[src/rtl/branch_redirect_if.sv]
// rtl/branch_redirect_if.sv - resolve/redirect handshake bundle between execute, branch_redirect and fetch
interface branch_redirect_if #(
  parameter int XLEN = 32
);
  logic            resolve_valid;
  logic            resolve_ready;
  logic            resolve_taken;
  logic            resolve_pred;
  logic [XLEN-1:0] resolve_pc;
  logic [XLEN-1:0] resolve_target;
  logic            redir_valid;
  logic            redir_ready;
  logic [XLEN-1:0] redir_pc;

  // Driver side: execute presents resolutions, fetch answers redirects.
  modport master (
    output resolve_valid, resolve_taken, resolve_pred, resolve_pc, resolve_target, redir_ready,
    input  resolve_ready, redir_valid, redir_pc
  );

  // Block side: consumes resolutions, issues redirects.
  modport slave (
    input  resolve_valid, resolve_taken, resolve_pred, resolve_pc, resolve_target, redir_ready,
    output resolve_ready, redir_valid, redir_pc
  );
endinterface

[src/rtl/branch_redirect.sv]
// rtl/branch_redirect.sv - branch resolution consumer: redirect, flush and misaligned-target exception (stats: BRANCH_REDIRECT_STATS_EN)
module branch_redirect #(
  parameter int XLEN         = 32,
  parameter int FLUSH_CYCLES = 2,
  parameter int PC_STEP      = 4
) (
  input  logic              clk,
  input  logic              reset_n,
  branch_redirect_if.slave  bus,
  output logic              flush_if,
  output logic              flush_id,
  output logic              misalign_exc,
  output logic [XLEN-1:0]   exc_addr,
  output logic [31:0]       branch_count,
  output logic [31:0]       mispredict_count
);

  typedef enum logic [1:0] {IDLE, REDIRECT, FLUSH} state_t;

  state_t          state, state_nxt;
  logic [3:0]      flush_cnt, flush_cnt_nxt;
  logic [XLEN-1:0] redir_pc_q, redir_pc_nxt;
  logic            accept;
  logic            misaligned;
  logic            mispredict;
  logic [XLEN-1:0] next_pc;
  logic            ready_c;
  logic            redir_valid_c;
  logic            flush_c;

  // A taken branch to a non-word-aligned target traps instead of redirecting.
  assign misaligned = bus.resolve_taken && (bus.resolve_target[1:0] != 2'b00);
  assign mispredict = (bus.resolve_taken != bus.resolve_pred) && !misaligned;
  assign next_pc    = bus.resolve_taken ? bus.resolve_target
                                        : bus.resolve_pc + XLEN'(PC_STEP);
  assign accept     = bus.resolve_valid && ready_c;

  // Next-state, flush countdown and state-decoded outputs.
  always_comb begin
    state_nxt     = state;
    flush_cnt_nxt = flush_cnt;
    redir_pc_nxt  = redir_pc_q;
    ready_c       = 1'b0;
    redir_valid_c = 1'b0;
    flush_c       = 1'b0;
    case (state)
      IDLE: begin
        ready_c = 1'b1;
        if (accept && mispredict) begin
          redir_pc_nxt = next_pc;
          state_nxt    = REDIRECT;
        end
      end
      REDIRECT: begin
        redir_valid_c = 1'b1;
        flush_c       = 1'b1;
        // Counter holds remaining FLUSH cycles minus one, so FLUSH lasts FLUSH_CYCLES.
        if (bus.redir_ready) begin
          flush_cnt_nxt = 4'(FLUSH_CYCLES - 1);
          state_nxt     = FLUSH;
        end
      end
      FLUSH: begin
        flush_c = 1'b1;
        if (flush_cnt == 4'd0) begin
          state_nxt = IDLE;
        end else begin
          flush_cnt_nxt = flush_cnt - 4'd1;
        end
      end
      default: state_nxt = IDLE;
    endcase
  end

  assign bus.resolve_ready = ready_c;
  assign bus.redir_valid   = redir_valid_c;
  assign bus.redir_pc      = redir_pc_q;
  assign flush_if          = flush_c;
  assign flush_id          = flush_c;

  // State, flush counter and redirect target registers.
  always_ff @(posedge clk or negedge reset_n) begin
    if (!reset_n) begin
      state      <= IDLE;
      flush_cnt  <= 4'd0;
      redir_pc_q <= '0;
    end else begin
      state      <= state_nxt;
      flush_cnt  <= flush_cnt_nxt;
      redir_pc_q <= redir_pc_nxt;
    end
  end

  // One-cycle exception pulse; the offending address stays until the next trap.
  always_ff @(posedge clk or negedge reset_n) begin
    if (!reset_n) begin
      misalign_exc <= 1'b0;
      exc_addr     <= '0;
    end else begin
      misalign_exc <= accept && misaligned;
      if (accept && misaligned) begin
        exc_addr <= bus.resolve_target;
      end
    end
  end

`ifdef BRANCH_REDIRECT_STATS_EN
  // Saturating event counters for accepted branches and mispredicts.
  always_ff @(posedge clk or negedge reset_n) begin
    if (!reset_n) begin
      branch_count     <= 32'd0;
      mispredict_count <= 32'd0;
    end else begin
      if (accept && (branch_count != 32'hFFFF_FFFF)) begin
        branch_count <= branch_count + 32'd1;
      end
      if (accept && mispredict && (mispredict_count != 32'hFFFF_FFFF)) begin
        mispredict_count <= mispredict_count + 32'd1;
      end
    end
  end
`else
  assign branch_count     = 32'd0;
  assign mispredict_count = 32'd0;
`endif

endmodule

[src/flat_wrapper.sv]
// flat-port wrapper written by rule: the top's interface ports become plain ports
module branch_redirect_flat 
#(
  parameter int XLEN         = 32,
  parameter int FLUSH_CYCLES = 2,
  parameter int PC_STEP      = 4
)
  (clk, reset_n, flush_if, flush_id, misalign_exc, exc_addr, branch_count, mispredict_count, bus_resolve_valid, bus_resolve_taken, bus_resolve_pred, bus_resolve_pc, bus_resolve_target, bus_redir_ready, bus_resolve_ready, bus_redir_valid, bus_redir_pc);
  branch_redirect_if #(.XLEN(XLEN)) bus_i ();
  input  logic clk;
  input  logic reset_n;
  output logic flush_if;
  output logic flush_id;
  output logic misalign_exc;
  output logic [XLEN-1:0] exc_addr;
  output logic [31:0] branch_count;
  output logic [31:0] mispredict_count;
  input wire logic [$bits(bus_i.resolve_valid)-1:0] bus_resolve_valid;
  input wire logic [$bits(bus_i.resolve_taken)-1:0] bus_resolve_taken;
  input wire logic [$bits(bus_i.resolve_pred)-1:0] bus_resolve_pred;
  input wire logic [$bits(bus_i.resolve_pc)-1:0] bus_resolve_pc;
  input wire logic [$bits(bus_i.resolve_target)-1:0] bus_resolve_target;
  input wire logic [$bits(bus_i.redir_ready)-1:0] bus_redir_ready;
  output wire logic [$bits(bus_i.resolve_ready)-1:0] bus_resolve_ready;
  output wire logic [$bits(bus_i.redir_valid)-1:0] bus_redir_valid;
  output wire logic [$bits(bus_i.redir_pc)-1:0] bus_redir_pc;
  assign bus_i.resolve_valid = bus_resolve_valid;
  assign bus_i.resolve_taken = bus_resolve_taken;
  assign bus_i.resolve_pred = bus_resolve_pred;
  assign bus_i.resolve_pc = bus_resolve_pc;
  assign bus_i.resolve_target = bus_resolve_target;
  assign bus_i.redir_ready = bus_redir_ready;
  assign bus_resolve_ready = bus_i.resolve_ready;
  assign bus_redir_valid = bus_i.redir_valid;
  assign bus_redir_pc = bus_i.redir_pc;
  branch_redirect #(.XLEN(XLEN), .FLUSH_CYCLES(FLUSH_CYCLES), .PC_STEP(PC_STEP)) u_core (.clk(clk), .reset_n(reset_n), .bus(bus_i), .flush_if(flush_if), .flush_id(flush_id), .misalign_exc(misalign_exc), .exc_addr(exc_addr), .branch_count(branch_count), .mispredict_count(mispredict_count));
endmodule
[config.mk]
export PLATFORM = sky130hd
export DESIGN_NAME = branch_redirect_flat
export DESIGN_NICKNAME = d
export VERILOG_FILES = /design/src/rtl/branch_redirect_if.sv /design/src/rtl/branch_redirect.sv /design/src/flat_wrapper.sv
export SDC_FILE = /design/constraint.sdc
export NUM_CORES = 1
export LEC_CHECK = 0
export BUFFER_PORTS_ARGS = -buffer_cell sky130_fd_sc_hd__buf_4
export CORE_MARGIN = 1.5
export CORE_UTILIZATION = 50
export CTS_CLUSTER_SIZE = 20
export DETAILED_ROUTE_END_ITERATION = 7
export MAX_ROUTING_LAYER = met4
export PLACE_DENSITY = 0.94
export SLEW_MARGIN = 40
export SYNTH_ARGS = -nofsm -noshare
export SYNTH_HDL_FRONTEND = slang
export SYNTH_SLANG_ARGS = --single-unit
[constraint.sdc]
create_clock -name clk -period 3.31 [get_ports clk]
set_input_delay 0.331 -clock clk [delete_from_list [all_inputs] [get_ports clk]]
set_output_delay 0.331 -clock clk [all_outputs]
set_load 0.005 [all_outputs]
; ---- Word-level counts from Yosys, hierarchy flattened
; Index checks and enable logic that the tools add are counted.
[totals]
ff_bits = 71
word_cells = 39
input_bits = 70
out_inout_bits = 133
[op_classes]
n_addsub = 2
eq_ne = 7
n_reduce_logical = 14
muxes = 11
[op_table]
columns = cell, n
row1 = "adder 32 x 3 -> 32 bit, second input constant", 1
row2 = 2-to-1 mux 32 bit, 1
row3 = 2-to-1 mux 4 bit, 2
row4 = one-hot mux 4 bit (2 select lines), 1
row5 = 2-to-1 mux 2 bit, 3
row6 = one-hot mux 2 bit (3 select lines), 1
row7 = AND reduction 3 bit, 2
row8 = logical AND 1 bit, 5
row9 = zero test 4 bit, 1
row10 = "inequality test 2 x 1 -> 1 bit, second input constant", 2
row11 = "inequality test 2 bit, second input constant", 2
row12 = nonzero test 2 bit, 2
row13 = "subtractor 4 x 1 -> 4 bit, second input constant", 1
row14 = 2-to-1 mux 1 bit, 3
row15 = "== test 2 x 1 -> 1 bit, second input constant", 1
row16 = "== test 2 bit, second input constant", 1
row17 = zero test 2 bit, 1
row18 = AND reduction 2 bit, 1
row19 = OR reduction 2 bit, 1
row20 = zero test 1 bit, 1
row21 = inequality test 1 bit, 1

; ---- Longest topological paths before layout
; Gate-level depths: netlist of the first run.
[logic_depth]
word_depth = 7
ltp_mapped = 8
mapped_depth_nobuf = 7

; ---- Worst setup path before layout of the first run
; No wires, ideal clock.
[synth_path]
path_type = input port to flip-flop
start = in bus_resolve_pc[2]
end = reg u_core.redir_pc_q[30], in the netlist u_core.bus.redir_pc[30]
path_stages = 7
setup_time_ns = 0.139
t_required_ns = 3.171
n_path_buf = 1
t_arrival_ns = 1.893
path_slack_ns = 1.279
path_cell_list = ha_1 -> nand4_2 -> or4_4 -> buf_6 -> nor4_1 -> xnor2_1 -> o221ai_2
[synth_between]
elab_chain_cells = 2
[synth_lines]
columns = element, line_no
row1 = start: declaration, flat_wrapper.sv:21  ; input wire logic [$bits(bus_i.resolve_pc)-1:0] bus_resolve_pc;
row2 = adder 32 x 3 -> 32 bit, branch_redirect.sv:35  ; : bus.resolve_pc + XLEN'(PC_STEP);
row3 = 2-to-1 mux 32 bit, branch_redirect.sv:34  ; assign next_pc = bus.resolve_taken ? bus.resolve_target
row4 = end signal: assignment, branch_redirect.sv:90  ; redir_pc_q <= redir_pc_nxt;
row5 = end: declaration, branch_redirect.sv:22  ; logic [XLEN-1:0] redir_pc_q, redir_pc_nxt;
; Every way passes these cells.
; A chain may end at the register's enable or synchronous reset.

; ---- Worst setup path in the final report of the first run
[layout_path]
start = reg u_core.state[0]
end = reg u_core.exc_addr[12]
[layout_between]
elab_chain_cells = 4
[layout_lines]
columns = element, line_no
row1 = start: declaration, branch_redirect.sv:20  ; state_t state, state_nxt;
row2 = start signal: assignment, branch_redirect.sv:88  ; state <= state_nxt;
row3 = zero test 2 bit, branch_redirect.sv:46  ; case (state)
row4 = 2-to-1 mux 1 bit, branch_redirect.sv:46
row5 = logical AND 1 bit, branch_redirect.sv:36  ; assign accept = bus.resolve_valid && ready_c;
row6 = logical AND 1 bit, branch_redirect.sv:101  ; if (accept && misaligned) begin
row7 = end signal: assignment, branch_redirect.sv:102  ; exc_addr <= bus.resolve_target;
row8 = end: declaration, branch_redirect.sv:13  ; output logic [XLEN-1:0] exc_addr,
; Every way passes these cells.

==> flow_metrics.py, run 1 <==
metrics = {
    "critical_path": {
        "reg2reg_setup_slack_ps": 1160,
        "crit_top_cell": "nand2_1",
        "path_class": "reg2reg",
        "critPathLaunchType": "register",
        "crit_arrival_ps": 2370,
        "cpPeakStageDelay_ps": 610,
        "cp_max_fo": 24,
        "cp_num_buf_inv": 2,
        "required_ps": 3530,
        "end_kind": "register",
        "crit_path_cell_trace": "inv_1 -> ha_1 -> and3_1 -> o21ai_2 -> clkinv_1 -> nand2_1 -> nand2_1",
        "slowest_stage": "clkinv_1",
        "cp_top_family": "buffers and inverters",
    },
    "cts": {
        "htreeDepth": 3,
        "ctsResizeCount": 0,
        "clk_latency_ps": 350,
        "cts_tree": "built",
        "cts_setup_buffers": 0,
        "cts.sinks": 71,
        "cts-buffers-inserted": 9,
        "cts_hold_buffers": 0,
        "root_buffer": "clkbuf_8",
        "clk_pin_slew_ps": 70,
        "cts_buffer_depth": 2,
    },
    "synthesis": {
        "synth_seq_area_share_pct": 42.93,
        "avgSynthCellArea_sq_um": 8.641,
        "ys.warnings.count": 0,
        "synth_area_leader_cell": "dfrtp_1",
        "synth_ff_type": "dfrtp_1",
        "yosys_register_bits": 71,
        "yosysTopAreaCellShare_pct": 42.93,
        "syn_inst": 479,
        "synth_edf_count": 0,
        "synth_area_leaders": "dfrtp_1 (43%), buf_4 (12%), nand2_1 (12%), xnor2_1 (3.8%), o21ai_0 (3.3%)",
        "yosysUniqueCellTypes": 39,
        "yosysMostFrequentCell": "nand2_1",
        "synth_common_cells": "nand2_1 (129), dfrtp_1 (71), buf_4 (65), o21ai_0 (27), nor2_1 (21)",
        "async_flop_share_pct": 100.0,
        "syn_area_sq_um": 4139,
    },
    "pwr": {
        "leakage_nw": 2.639,
        "vdd_ir_drop_max_v": 0.0002590,
        "powerDensity_nw_per_um2": 755.5,
        "power_mw": 3.957,
    },
    "cells_and_area": {
        "fill_cells": 696,
        "diodes": 0,
        "area_growth_pct": 26.54,
        "layout.nets": 684,
        "final_cell_area_sq_um": 5238,
        "drive_gt1_share_pct": 27.94,
    },
    "timing": {
        "timing.fmax_mhz": 465.5,
        "final.setup_skew_ps": 12.09,
        "slew_headroom_pct": 49.73,
        "setup_violations": 0,
        "drv_slew": 0,
        "fin_crit_sh_pct": 64.90,
        "rsz0062_at_grt": "no",
        "fin_ws_ps": 1162,
        "worstMarginPinSlew_ps": 749.5,
        "tns_ps": 0,
        "finalHoldViolCount": 1,
        "holdWs_ps": -0.3526,
        "period_minus_slack_ps": 2148,
    },
    "place": {
        "postPlaceCellArea_sq_um": 4999,
        "io_buffers": 138,
        "dp_hpwl_mm": 7.938,
        "routabilityCongestion": 0.7937,
        "dp_worst_setup_slack_ps": 1030,
    },
    "drt": {
        "wl_mm": 10.55,
        "via_per_inst": 5.106,
        "drc": 0,
        "dr.first_iter.drc_count": 125,
        "firstDrtPassIters": 5,
        "ant_nets": 0,
        "avgRoutedWirePerCell_microns": 14.71,
        "via_count": 3661,
    },
    "die": {
        "die_w_microns": 93.99,
        "die_y_microns": 93.99,
        "die-area_sq_um": 8833,
        "start_util_pct": 50.88,
        "pin_count": 203,
        "core_sq_um": 8134,
        "rows": 33,
    },
    "status": {
        "outcome": "finished, violations left",
        "failed_checks": "negative hold slack",
    },
    "flow_run": {
        "cap_violations": 0,
    },
    "global_route": {
        "grt_pass1_vias": 3551,
        "grt_pass1_wl_mm": 16.46,
        "antenna_found_initial": 0,
        "grt_use_total_pct": 24.82,
        "grt_max_degree": 72,
        "grt_overflow": 0,
    },
    "worst_hold_path": {
        "hold_class": "in2async",
    },
}
where the power goes:
part           switching (mW)  internal, mW
Sequential              0.253          1.29
Combinational           0.722         0.867
Clock                   0.330         0.495
Total                    1.31          2.65
sequential cells by signal, summed over array words and instances (netlist names):
| signal | flops |
|---|---|
| u_core.bus.redir_pc | 32 |
| u_core.exc_addr | 32 |
| u_core.flush_cnt | 4 |
| u_core.state | 2 |
| u_core.misalign_exc | 1 |
logic make-up (layout without fill, tap and decap cells):
family,count (synthesis),after routing,synth area share (%)
XOR/XNOR,26,26,5.502
other,1,64,0.09060
adder cells (fa/ha/maj),6,6,1.814
AND/OR/NAND/NOR,199,199,20.98
buffers and inverters,95,165,14.69
flip-flops,71,71,42.93
AO/OA/AOI/OAI,65,65,9.885
multiplexers,16,16,4.111
area by class of cell:
cell class | count | area (sq um) | area share [%]
repair buffers | 141 | 1062 | 20.28
clock buffers | 9 | 123.9 | 2.365
flip-flops and latches | 71 | 1777 | 33.92
multi-input cells | 376 | 1999 | 38.17
well taps | 105 | 131.4 | 2.508
inverters | 9 | 33.78 | 0.6450
clock inverters | 6 | 110.1 | 2.102
metrics by stage:
stage	std cells	util, %
6_report	717	64.39
5_1_grt	717	64.39
4_1_cts	717	64.33
3_5_place_dp	702	61.45
3_3_place_gp	702	61.41
2_1_floorplan	542	-
final timing paths:
path,start,endpoint,cells past startpoint
min in group clk,bus_resolve_target[6],u_core.exc_addr[6]$_DFFE_PN0P_,3
max in group asynchronous,reset_n,u_core.bus.redir_pc[27]$_DFFE_PN0P_,1
setup reg to reg,u_core.state[0]$_DFFE_PN0P_,u_core.exc_addr[12]$_DFFE_PN0P_,7
hold / removal,reset_n,u_core.exc_addr[1]$_DFFE_PN0P_,1
hold reg to reg,u_core.exc_addr[30]$_DFFE_PN0P_,u_core.exc_addr[30]$_DFFE_PN0P_,2
setup / recovery,u_core.state[0]$_DFFE_PN0P_,u_core.exc_addr[12]$_DFFE_PN0P_,7
routing by layer:
layer  share of wire (%)  wire, microns  GRT usage (%)  vias to the layer above
li1                    -              -              -                     1723
met1                  41           4337          29.41                     1755
met2                  51           5361          41.85                      163
met3                 6.2            652          5.744                       20
met4                 1.9            197          8.085                        0
met5                   0              0              -                        -
placed cells by master (no fill, tap or decap), types with 3 or more instances in the layout:
cell	instances
buf_4	140
nand2_1	129
dfrtp_1	71
conb_1	64
o21ai_0	27
nor2_1	21
xnor2_1	18
a21oi_1	17
nand3_1	10
o221ai_1	9
nor4_1	9
clkbuf_8	9
inv_1	8
mux2_2	8
xor2_1	8
mux2i_1	8
nand2b_1	7
ha_1	6
nand4_1	5
nor3_1	5
and3_1	4
bufinv_16	3
worst register-to-register path: cells and delay by family, from the launching register on:
family,cells,cell delay [ps]
buffers and inverters,2,690
flip-flops,1,400
AO/OA/AOI/OAI,1,80
adder cells (fa/ha/maj),1,280
AND/OR/NAND/NOR,3,600
(Power assumes the default switching activity.)
==> run 2: changes to the inputs <==
ABC_AREA = 1   (was not set)
CORE_UTILIZATION = 48   (was 50)
PLACE_DENSITY = 0.89   (was 0.94)
clock period = 1.99 ns   (was 3.31 ns; I/O delays follow)
==> flow_metrics.py, run 2 <==
metrics = {
    "cells_and_area": {
        "layout.nets": 857,
        "final_cell_mix": "nand2_1 (251), buf_4 (145), dfrtp_1 (71)",
        "drive_gt1_share_pct": 22.01,
        "diodes": 0,
        "final_common_cell": "nand2_1",
        "area_growth_pct": 24.72,
        "fill_cells": 858,
        "fin_cells": 897,
    },
    "synthesis": {
        "synth_area_leaders": "dfrtp_1 (40%), nand2_1 (21%), buf_4 (11%), nor2_1 (5.8%), nand3_1 (4.6%)",
        "avgSynthCellArea_sq_um": 6.966,
        "synth_seq_area_share_pct": 39.66,
        "yosysTopAreaCellShare_pct": 39.66,
        "synth_area_leader_cell": "dfrtp_1",
        "yosysUniqueCellTypes": 29,
        "yosysMostFrequentCell": "nand2_1",
        "async_flop_share_pct": 100.0,
        "ys.warnings.count": 0,
        "synth_common_cells": "nand2_1 (251), dfrtp_1 (71), nor2_1 (69), buf_4 (65), inv_1 (47)",
        "syn_inst": 643,
        "syn_area_sq_um": 4479,
        "synth_ff_type": "dfrtp_1",
        "yosys_register_bits": 71,
        "synth_edf_count": 0,
    },
    "drt": {
        "drc": 0,
        "avgRoutedWirePerCell_microns": 12.73,
        "via_count": 4268,
        "firstDrtPassIters": 7,
        "wl_mm": 11.42,
        "via_per_inst": 4.758,
        "ant_nets": 0,
        "dr.first_iter.drc_count": 208,
    },
    "timing": {
        "tns_ps": 0,
        "fin_crit_sh_pct": 81.76,
        "worstMarginPinSlew_ps": 646.4,
        "drv_slew": 0,
        "final.setup_skew_ps": 4.873,
        "finalHoldViolCount": 0,
        "holdWs_ps": 50.35,
        "setup_violations": 0,
        "slew_headroom_pct": 56.90,
        "rsz0062_at_grt": "no",
        "period_minus_slack_ps": 1627,
        "timing.fmax_mhz": 614.6,
    },
    "global_route": {
        "grt_max_degree": 72,
        "grt_pass1_wl_mm": 18.70,
        "grt_overflow": 0,
        "grt_pass1_vias": 3963,
        "antenna_found_initial": 0,
        "grt_use_total_pct": 24.53,
    },
    "flow_run": {
        "cap_violations": 0,
    },
    "critical_path": {
        "path_class": "reg2reg",
        "cpPeakStageDelay_ps": 420,
        "crit_arrival_ps": 1870,
        "required_ps": 2230,
        "end_kind": "register",
        "crit_top_cell": "nand2_1",
        "r2r-start": "u_core.state[0]$_DFFE_PN0P_",
        "crit_path_cell_trace": "inv_1 -> ha_1 -> nand2_1 -> inv_1 -> nand2_2 -> buf_4 -> nand2_1 -> nand2_1 -> nand2_1 -> nand2_1",
        "slowest_stage": "dfrtp_1",
        "critPathLaunchType": "register",
        "critPathLaunch": "u_core.state[0]$_DFFE_PN0P_",
        "cp_max_fo": 20,
    },
    "die": {
        "die-area_sq_um": 9920,
        "start_util_pct": 48.94,
        "core_sq_um": 9153,
        "rows": 35,
        "die_y_microns": 99.60,
        "die_w_microns": 99.60,
        "pin_count": 203,
    },
    "pwr": {
        "leakage_nw": 3.100,
        "vdd_ir_drop_max_v": 0.0004662,
        "power_mw": 6.304,
        "powerDensity_nw_per_um2": 1128,
    },
    "cts": {
        "root_buffer": "clkbuf_8",
        "cts.sinks": 71,
        "cts_buffer_depth": 2,
        "cts-buffers-inserted": 9,
        "htreeDepth": 3,
        "clk_latency_ps": 350,
        "clk_pin_slew_ps": 80,
        "cts_tree": "built",
        "ctsResizeCount": 0,
    },
    "place": {
        "dp.cells": 880,
        "routabilityCongestion": 0.9113,
        "io_buffers": 138,
        "dp_hpwl_mm": 8.854,
    },
    "worst_hold_path": {
        "hold_class": "in2reg",
        "hold_path.startpoint": "bus_resolve_target[22]",
    },
    "status": {
        "outcome": "finished, final reports clean",
    },
}
[run 2: cell types whose count changed in the layout (fill, tap and decap cells not counted), moves of 6 or more]
cell,before,now
nand2b_1,7,0
o221ai_1,9,0
xor2_1,8,2
nor4_1,9,0
mux2i_1,8,0
mux2_2,8,0
nand3_1,10,41
nand2_1,129,251
inv_1,8,47
nor2_1,21,69
xnor2_1,18,4
[run 2: where the power goes]
part / total [mW] / leakage (nW) / internal (mW) / switching, mW
Sequential: 2.54 / 0.873 / 2.13 / 0.411
Combinational: 2.45 / 2.11 / 1.33 / 1.13
Clock: 1.31 / 0.116 / 0.736 / 0.573
Total: 6.30 / 3.10 / 4.19 / 2.11
[run 2: kinds of logic (layout without fill, tap and decap cells)]
family	after synthesis	after routing	share of synthesized area, %
buf+inv	132	212	17.54
flops	71	71	39.66
simple gates	374	374	33.46
xor+xnor	6	6	1.173
fa+ha+maj	6	6	1.676
other cells	1	64	0.08372
compound gates	53	53	6.397
[run 2: worst paths after layout]
| path | end | slack (ps) | depth (start not counted) |
|---|---|---|---|
| setup reg to reg | u_core.state[1]$_DFFE_PN0P_ | 360 | 10 |
| min in group asynchronous | u_core.exc_addr[16]$_DFFE_PN0P_ | 420 | 2 |
| max in group asynchronous | u_core.bus.redir_pc[28]$_DFFE_PN0P_ | 1130 | 2 |
| setup / recovery | u_core.state[1]$_DFFE_PN0P_ | 360 | 10 |
| hold / removal | u_core.exc_addr[22]$_DFFE_PN0P_ | 50 | 3 |
| hold reg to reg | u_core.exc_addr[8]$_DFFE_PN0P_ | 480 | 2 |
[run 2: cell type report]
type / count / area (sq um) / area share, %
Tap cell: 111 / 138.9 / 2.486
Inverter: 49 / 186.4 / 3.337
Clock buffer: 10 / 137.6 / 2.464
Sequential cell: 71 / 1777 / 31.80
Clock inverter: 6 / 83.83 / 1.501
Multi-Input combinational cell: 503 / 2153 / 38.54
Timing Repair Buffer: 147 / 1110 / 19.87
[run 2: worst max-delay path: cells and delay by family (launching register included)]
| family | cells | cell delay [ps] |
|---|---|---|
| adder cells (fa/ha/maj) | 1 | 210 |
| buffers and inverters | 3 | 430 |
| flip-flops | 1 | 420 |
| AND/OR/NAND/NOR | 6 | 470 |
[run 2: timing repair]
item | in CTS | in global routing
hold buffers | 1 | 0
hold endpoints to repair | 71 | 0
setup buffers | 0 | 0
[run 2: stage by stage]
step                worst slack (ps)  cell area, sq um  utilization, %
finish                         362.9              5587           61.04
global route                   220.5              5587           61.04
CTS                            357.7              5587           61.04
detailed placement             373.1              5355           58.51
global placement               427.6              5351           58.47
floorplan                      570.4              4716               -
[run 2: layer usage]
metal	up-vias	track usage, %	share of wire [%]
li1	2131	-	-
met1	1929	31.45	44
met2	183	39.04	47
met3	25	3.373	6.5
met4	0	10.62	2.8
met5	-	-	0
==> run 3: changes to the inputs <==
ABC_AREA = 0   (was 1)
CORE_UTILIZATION = 47   (was 48)
PLACE_DENSITY = 0.9   (was 0.89)
clock period = 1.55 ns   (was 1.99 ns; I/O delays follow)
==> flow_metrics.py, run 3 (same netlist as run 1, synthesis figures left out) <==
metrics = {
    "critical_path": {
        "reg2reg_setup_slack_ps": -70,
        "cpPeakStageDelay_ps": 380,
        "critPathLaunchType": "register",
        "r2r_cells": 7,
        "cp_max_fo": 5,
        "r2r-start": "u_core.state[0]$_DFFE_PN0P_",
        "crit_path_cell_trace": "inv_2 -> ha_4 -> o211ai_1 -> buf_4 -> buf_8 -> a21oi_2 -> a221o_1",
        "required_ps": 1780,
        "r2r-end": "u_core.bus.redir_pc[31]$_DFFE_PN0P_",
        "path_class": "reg2reg",
        "endpoint": "u_core.bus.redir_pc[31]$_DFFE_PN0P_",
        "end_kind": "register",
        "crit_arrival_ps": 1850,
        "critPathLaunch": "u_core.state[0]$_DFFE_PN0P_",
        "slowest_stage": "dfrtp_1",
    },
    "worst_hold_path": {
        "hold_class": "in2reg",
    },
    "cells_and_area": {
        "multi_input_area_sq_um": 2173,
        "diodes": 0,
        "register_area_sq_um": 1777,
        "fin_cells": 782,
        "fill_cells": 692,
        "layout.nets": 745,
        "final_common_cell": "buf_4",
        "area_growth_pct": 45.04,
        "drive_gt1_share_pct": 37.24,
        "final_cell_mix": "buf_4 (186), nand2_1 (128), dfrtp_1 (71)",
    },
    "cts": {
        "clk_pin_slew_ps": 80,
        "htreeDepth": 3,
        "cts-buffers-inserted": 9,
        "root_buffer": "clkbuf_8",
        "clk_latency_ps": 350,
        "cts_buffer_depth": 2,
        "cts.sinks": 71,
        "cts_tree": "built",
    },
    "timing": {
        "rsz0062_at_grt": "yes",
        "finalHoldViolCount": 0,
        "setup_violations": 5,
        "period_minus_slack_ps": 1620,
        "fin_crit_sh_pct": 104.5,
        "fin_ws_ps": -70.10,
        "drv_slew": 0,
        "final.setup_skew_ps": 9.381,
        "timing.fmax_mhz": 617.2,
    },
    "die": {
        "die_y_microns": 96.84,
        "die_w_microns": 96.84,
        "start_util_pct": 47.93,
        "rows": 34,
        "pin_count": 203,
        "core_sq_um": 8636,
        "die-area_sq_um": 9378,
    },
    "place": {
        "dp.cells": 750,
        "dp_hpwl_mm": 8.721,
        "io_buffers": 138,
        "routabilityCongestion": 0.8857,
    },
    "pwr": {
        "leakage_nw": 3.012,
        "vdd_ir_drop_max_v": 0.0007776,
        "powerDensity_nw_per_um2": 1548,
        "intPower_mw": 6.193,
        "comb_power_share_pct": 44.5,
        "power_mw": 9.291,
        "pwr-share-clk_pct": 19.8,
        "p_sw_mw": 3.098,
        "switching_share_pct": 33.34,
        "power_frac_seq_pct": 35.7,
    },
    "global_route": {
        "grt_max_degree": 43,
        "grt_pass1_vias": 3796,
        "grt_use_total_pct": 25.29,
        "grt_overflow": 0,
        "grt_pass1_wl_mm": 18.55,
        "antenna_found_initial": 0,
    },
    "drt": {
        "via_per_inst": 5.092,
        "ant_nets": 0,
        "drc": 0,
        "via_count": 3982,
        "wl_mm": 12.21,
        "dr.first_iter.drc_count": 183,
        "avgRoutedWirePerCell_microns": 15.61,
        "firstDrtPassIters": 4,
    },
    "flow_run": {
        "cap_violations": 0,
    },
    "status": {
        "outcome": "finished, violations left",
        "failed_checks": "negative setup slack",
    },
}
[run 3: final cells by class]
class,instances,share of cell area [%]
clock buffers,10,2.293
clock inverters,6,1.792
inverters,9,0.5627
multi-input cells,377,36.20
flip-flops and latches,71,29.60
well taps,108,2.251
repair buffers,201,27.30
[run 3: critical path, delay by kind of cell, from the launching register on]
family	cells	cell delay (ps)
compound gates	3	530
fa+ha+maj	1	170
buf+inv	3	430
flops	1	380
[run 3: worst min-delay path by stage]
stage | from | endpoint | slack, ps | cells after the start
after floorplan | reset_n | u_core.bus.redir_pc[0]$_DFFE_PN0P_ | -140 | 0
after global placement | reset_n | u_core.exc_addr[29]$_DFFE_PN0P_ | 140 | 1
after detailed placement | reset_n | u_core.exc_addr[29]$_DFFE_PN0P_ | 140 | 1
after CTS | bus_resolve_target[4] | u_core.exc_addr[4]$_DFFE_PN0P_ | 2 | 3
after global routing | bus_resolve_target[6] | u_core.exc_addr[6]$_DFFE_PN0P_ | 4 | 3
final | bus_resolve_target[4] | u_core.exc_addr[4]$_DFFE_PN0P_ | 4 | 3
[run 3: metrics by stage]
stage                     worst slack (ps)  TNS, ps  instance area (sq um)  util [%]  hold slack [ps]
after floorplan                     -53.63   -208.1                   4514         -           -140.6
after global placement              -166.4    -1504                   5490     63.58            138.5
after detailed placement            -197.4    -2260                   5490     63.58            138.5
after CTS                            8.314        0                   5811     67.28            1.518
after global routing                -118.1    -1277                   6003     69.52            4.318
final                               -70.10   -108.0                   6003     69.52            4.217
[run 3: power by group through the flow]
stage               Sequential [mW]  Clock [mW]  Combinational (mW)
finish                         3.32        1.84                4.13
global route                   3.43        1.95                4.52
CTS                            3.30        1.87                3.86
detailed placement             3.32           0                3.78
global placement               3.28           0                3.60
floorplan                      3.33           0                1.62
[run 3: what timing repair did]
item                                    in CTS  in global routing
gates cloned                                 0                  5
endpoints found under the setup margin      24                 44
pin swaps                                    1                  1
hold buffers                                 5                  0
endpoints found under the hold margin       34                  0
gates resized for setup                      4                 24
setup buffers                                2                  4
[run 3: layer usage]
metal  vias to the layer above  GRT usage (%)  wire length, microns
met5                         -              -                     0
met1                      1925          31.27                  5114
li1                       1858              -                     -
met4                         0          9.588                   322
met2                       174          41.90                  6102
met3                        25          3.902                   670
